$ cat src/rtl/pipe_alu_pkg.sv
// Shared constants for the two-stage pipelined ALU:
// operation encoding and flag bit positions.
package pipe_alu_pkg;

   typedef enum logic [2:0] {
      OP_ADD = 3'b000,
      OP_SUB = 3'b001,
      OP_AND = 3'b010,
      OP_OR  = 3'b011,
      OP_XOR = 3'b100,
      OP_NOT = 3'b101,
      OP_SHL = 3'b110,
      OP_SHR = 3'b111
   } op_e;

   localparam int FLAG_C = 0;
   localparam int FLAG_Z = 1;
   localparam int FLAG_N = 2;
   localparam int FLAG_V = 3;

endpackage

$ cat src/rtl/alu_core.sv
// Combinational ALU datapath between the operand and result stages.
// Ports: a, b, op in; result, flags {V,N,Z,C} out.
module alu_core
   import pipe_alu_pkg::*;
#(
   parameter int WIDTH = 8,
   parameter int SHW   = $clog2(WIDTH)
) (
   input  logic [WIDTH-1:0] a,
   input  logic [WIDTH-1:0] b,
   input  logic [2:0]       op,
   output logic [WIDTH-1:0] result,
   output logic [3:0]       flags
);

   localparam logic [WIDTH-1:0] W_VAL = WIDTH'(WIDTH);

   logic [WIDTH:0]   sum;
   logic [WIDTH:0]   shl_t;
   logic [WIDTH:0]   shr_t;
   logic [SHW-1:0]   sh;
   logic             big;
   logic             at_w;
   logic [WIDTH-1:0] res;
   logic             c;
   logic             v;

   assign sh   = b[SHW-1:0];
   assign big  = (b >= W_VAL);
   assign at_w = (b == W_VAL);

   // One extra bit catches the last bit shifted out; a zero
   // shift leaves that bit clear, so carry is 0 for free.
   assign shl_t = {1'b0, a} << sh;
   assign shr_t = {a, 1'b0} >> sh;

   always_comb begin
      sum = '0;
      res = '0;
      c   = 1'b0;
      v   = 1'b0;
      unique case (op)
         OP_ADD: begin
            sum = {1'b0, a} + {1'b0, b};
            res = sum[WIDTH-1:0];
            c   = sum[WIDTH];
            v   = (a[WIDTH-1] == b[WIDTH-1]) &&
                  (res[WIDTH-1] != a[WIDTH-1]);
         end
         OP_SUB: begin
            sum = {1'b0, a} + {1'b0, ~b} + (WIDTH+1)'(1);
            res = sum[WIDTH-1:0];
            c   = sum[WIDTH];
            v   = (a[WIDTH-1] != b[WIDTH-1]) &&
                  (res[WIDTH-1] != a[WIDTH-1]);
         end
         OP_AND: res = a & b;
         OP_OR:  res = a | b;
         OP_XOR: res = a ^ b;
         OP_NOT: res = ~a;
         OP_SHL: begin
            if (big) begin
               res = '0;
               c   = at_w ? a[WIDTH-1] : 1'b0;
            end else begin
               res = shl_t[WIDTH-1:0];
               c   = shl_t[WIDTH];
            end
         end
         OP_SHR: begin
            if (big) begin
               res = '0;
               c   = at_w ? a[0] : 1'b0;
            end else begin
               res = shr_t[WIDTH:1];
               c   = shr_t[0];
            end
         end
      endcase
   end

   assign result        = res;
   assign flags[FLAG_C] = c;
   assign flags[FLAG_Z] = (res == '0);
   assign flags[FLAG_N] = res[WIDTH-1];
   assign flags[FLAG_V] = v;

endmodule

$ cat src/rtl/pipe_alu.sv
// Two-stage pipelined ALU with valid/ready handshake on both sides.
// Ports: clk, rst, in_valid/in_ready/a/b/op, out_valid/out_ready/result/flags.
module pipe_alu
   import pipe_alu_pkg::*;
#(
   parameter int WIDTH = 8,
   parameter int SHW   = $clog2(WIDTH)
) (
   input  logic             clk,
   input  logic             rst,
   input  logic             in_valid,
   output logic             in_ready,
   input  logic [WIDTH-1:0] a,
   input  logic [WIDTH-1:0] b,
   input  logic [2:0]       op,
   output logic             out_valid,
   input  logic             out_ready,
   output logic [WIDTH-1:0] result,
   output logic [3:0]       flags
);

   logic             en;
   logic             s1_valid;
   logic [WIDTH-1:0] s1_a;
   logic [WIDTH-1:0] s1_b;
   logic [2:0]       s1_op;
   logic [WIDTH-1:0] alu_res;
   logic [3:0]       alu_flags;

   // Single global enable: the whole pipe moves or freezes together.
   assign en       = !out_valid || out_ready;
   assign in_ready = en;

   always_ff @(posedge clk) begin
      if (rst) begin
         s1_valid <= 1'b0;
         s1_a     <= '0;
         s1_b     <= '0;
         s1_op    <= '0;
      end else if (en) begin
         s1_valid <= in_valid;
         if (in_valid) begin
            s1_a  <= a;
            s1_b  <= b;
            s1_op <= op;
         end
      end
   end

   alu_core #(
      .WIDTH (WIDTH),
      .SHW   (SHW)
   ) u_core (
      .a      (s1_a),
      .b      (s1_b),
      .op     (s1_op),
      .result (alu_res),
      .flags  (alu_flags)
   );

   // Result/flags only load with a real op so they hold the
   // last delivered value across bubbles.
   always_ff @(posedge clk) begin
      if (rst) begin
         out_valid <= 1'b0;
         result    <= '0;
         flags     <= '0;
      end else if (en) begin
         out_valid <= s1_valid;
         if (s1_valid) begin
            result <= alu_res;
            flags  <= alu_flags;
         end
      end
   end

endmodule

$ cat config.mk
export PLATFORM = sky130hd
export DESIGN_NAME = pipe_alu
export DESIGN_NICKNAME = d
export VERILOG_FILES = /design/src/rtl/pipe_alu_pkg.sv /design/src/rtl/alu_core.sv /design/src/rtl/pipe_alu.sv
export SDC_FILE = /design/constraint.sdc
export NUM_CORES = 1
export LEC_CHECK = 0
export CAP_MARGIN = 20
export CORE_ASPECT_RATIO = 0.8
export CORE_MARGIN = 1.5
export CORE_UTILIZATION = 57
export CTS_CLUSTER_DIAMETER = 150
export DETAILED_ROUTE_END_ITERATION = 6
export PLACE_DENSITY = 0.9
export SLEW_MARGIN = 30
export SYNTH_ARGS = -nofsm -noshare
export SYNTH_HDL_FRONTEND = slang
export SYNTH_SLANG_ARGS = --single-unit
$ cat constraint.sdc
create_clock -name clk -period 3.9 [get_ports clk]
set_clock_uncertainty 0.15 [all_clocks]
set_input_delay 0.975 -clock clk [delete_from_list [all_inputs] [get_ports clk]]
set_output_delay 0.975 -clock clk [all_outputs]
set_load 0.02 [all_outputs]
==> results by group <==
Status
  • Status: finished, final reports clean

Logic synthesis
  • Synth top area cells: dfxtp_1 20%, ha_1 9.9%, nand2_1 8.0%
  • Mux share of post-synthesis cell area: between 7 and 8%
  • Post-synthesis cell count: 419
  • Compound-Gate Fraction of Synth Area: 28.9%
  • Ys Warns: 0
  • Yosys top cell by area: dfxtp_1
  • Net Count, Synth: 469
  • Main combinational cell family by area after synthesis: compound AO/OA/AOI/OAI gates
  • Yosys reg bits: 32
  • Synth Area per Inst: 7.53 um^2
  • Sequential area share after synthesis: between 20% and 30%
  • EDFF count, synth: 0
  • Post-synthesis adder-cell area fraction: roughly 11%
  • Cell variety after synth: 72
  • Async SR Flop Fraction: 0%
  • Post-synth top area share: 20.3%
  • Mapped Area: 0.00316 mm^2
  • Post-Synth XOR/XNOR Area: between 1 and 1.5%
  • Prevailing post-synth register cell: dfxtp_1
  • Simple-gate area share of the yosys netlist: 22.4%

Clock tree
  • Post-cts resize count: 0
  • Clock transition at the registers of the reported paths: 0.07 ns
  • Clock Latency Late Sink: 0.30 ns
  • CTS tree: yes
  • Post-CTS Setup Inserts: 0
  • CTS Buffer Depth: 2
  • Clock root cell: clkbuf_8
  • H-tree depth: 2
  • CTS Buf Count: 5
  • CTS Sinks: 32
  • Post-CTS Hold Buffers: 0

GRT
  • Pin count of the biggest net entering global routing: 30
  • Total Routing Usage GR: 32.2%
  • First-pass GRT wire length: 15200 um
  • Vias in the first global route: 3001
  • Initial antenna violation count: 0
  • GRT Residual Overflow: 0

Critical path
  • Crit end category: output port
  • Reg2Reg Setup Slack: 0.80 ns
  • Crit-path cells: clkdlybuf4s50_1, nand2b_1, clkdlybuf4s50_1
  • Startpoint types: input pin
  • Max FO, Critical Path: 7
  • Crit-path max cell delay: roughly 0.65 ns
  • Cell mode on critical path: clkdlybuf4s50_1
  • Required @ worst endpoint: between 2 and 3 ns
  • Critical-path top delay cell: clkdlybuf4s50_1
  • Critical Path AT: approximately 2.3 ns
  • WS Path Type: input pin to output port

Die
  • FP Rows: 24
  • Die width: 86.2 um
  • Core ar.: approximately 0.0054 mm^2
  • Ports: 37
  • Total die area: 0.00600 mm^2
  • Die Ht: 69.6 um
  • Initial Util: 58.4%

STA
  • Worst slew margin: 39.2%
  • Sum of negative setup slack: 0 ns
  • RSZ-0062 raised after global routing: no
  • Top achievable clock speed: 294 MHz
  • # setup viols final: 0
  • Worst-Margin Slew: 0.911 ns
  • Pins Over Slew Limit: 0
  • Fin crit share: 87.1%
  • Final-report hold violation count: 0
  • Crit path time final: 3.40 ns

Routing
  • Antenna-violating nets left: 0
  • WL/cell: 18.3 um
  • Vias: 3323
  • Post-Route WL: 9310 um
  • Vias/cell: 6.54
  • TritonRoute pass-1 iters: 6
  • DR iter-0 viols: around 430
  • DRC Markers: 0

Final layout
  • Net count, final: slightly below 500
  • Share of layout cells above drive strength 1: 9.93%
  • Fillers: approximately 460
  • Diodes inserted: 0
  • Area Overhead vs Synth: 15.6%

Power
  • Power Dens Cells: about 300 mW/mm^2
  • Max VDD drop: 0.217 mV
  • Total power: 1080 uW
  • Leakage: 0.00135 uW

Worst hold path
  • Hold crit path type: register to register

Placement
  • Port Buffer Count: 36
  • Dpl hpwl: 6840 um
  • Placer Congestion: 0.966

Flow run
  • MaxCap Viol Count: 0
cells in the final DEF (no fill, tap or decap), types with 8 or more instances in the layout:
cell,count
clkdlybuf4s50_1,36
ha_1,25
o21ai_0,24
nand2_1,67
o211ai_1,9
or3_1,8
a21oi_1,43
nor2_1,19
a211oi_1,9
buf_4,11
nand3_1,11
dfxtp_1,32
inv_1,26
metrics by stage:
stage / instance area, um^2 / worst slack [ns] / util, % / hold slack, ns / std cells
floorplan: 3160 / 1.01 / - / 0.298 / 419
global placement: 3540 / 0.538 / 65.5 / 0.293 / 500
detailed placement: 3540 / 0.501 / 65.5 / 0.311 / 500
CTS: 3650 / 0.498 / 67.5 / 0.320 / 508
global route: 3650 / 0.460 / 67.5 / 0.345 / 508
finish: 3650 / 0.504 / 67.5 / 0.318 / 508
worst paths after layout:
check	from	end	cells after the start
max	out_ready	in_ready	3
min	result[4]	result[4]	2
max reg2reg	s1_a[4]	flags[1]	9
min reg2reg	result[4]	result[4]	2
per-layer routing:
layer / track usage (%) / routed length [um]
met1: 47.2 / 4000
met5: 0 / 0
met2: 47.4 / 3990
met4: 10.0 / 267
met3: 6.31 / 1050
where the power goes:
group,switching (uW),internal (uW)
Sequential,33.6,347
Clock,135,189
Combinational,212,160
Yosys cell counts (6+ instances only):
cell type	instances
a211oi_1	9
a21oi_1	43
and2_1	6
clkbuf_1	20
dfxtp_1	32
ha_1	25
inv_1	26
mux4_2	7
nand2_1	67
nand2b_1	6
nand3_1	11
nor2_1	19
nor2b_1	7
o211ai_1	9
o21ai_0	24
or3_1	8
flip-flops by register name, indices dropped and copies added, names as in the netlist:
| signal | count |
|---|---|
| flags | 4 |
| out_valid | 1 |
| s1_valid | 1 |
| s1_b | 8 |
| s1_op | 3 |
| s1_a | 8 |
| result | 7 |
critical path, delay by kind of cell:
family,cells,cell delay [ns]
buffers and inverters,2,1.09
and+or+nand+nor,1,0.21
cell families after synthesis:
logic type,Yosys count
DFF,32
and+or+nand+nor,144
xor gates and xnor gates,5
adders and majority gates,27
muxes,15
buffers and inverters,60
AOI/OAI and AO/OA,136
final cells by class:
class	count	area [um^2]	area share [%]
timing repair buffer	47	443	12.1
tap	65	81.3	2.23
clock buffer	5	68.8	1.89
inverter	29	109	2.98
multi-input combinational	327	2260	62.1
clock inverter	3	42.5	1.17
sequential	32	641	17.6
No activity file was read; power rests on OpenSTA's default activity.
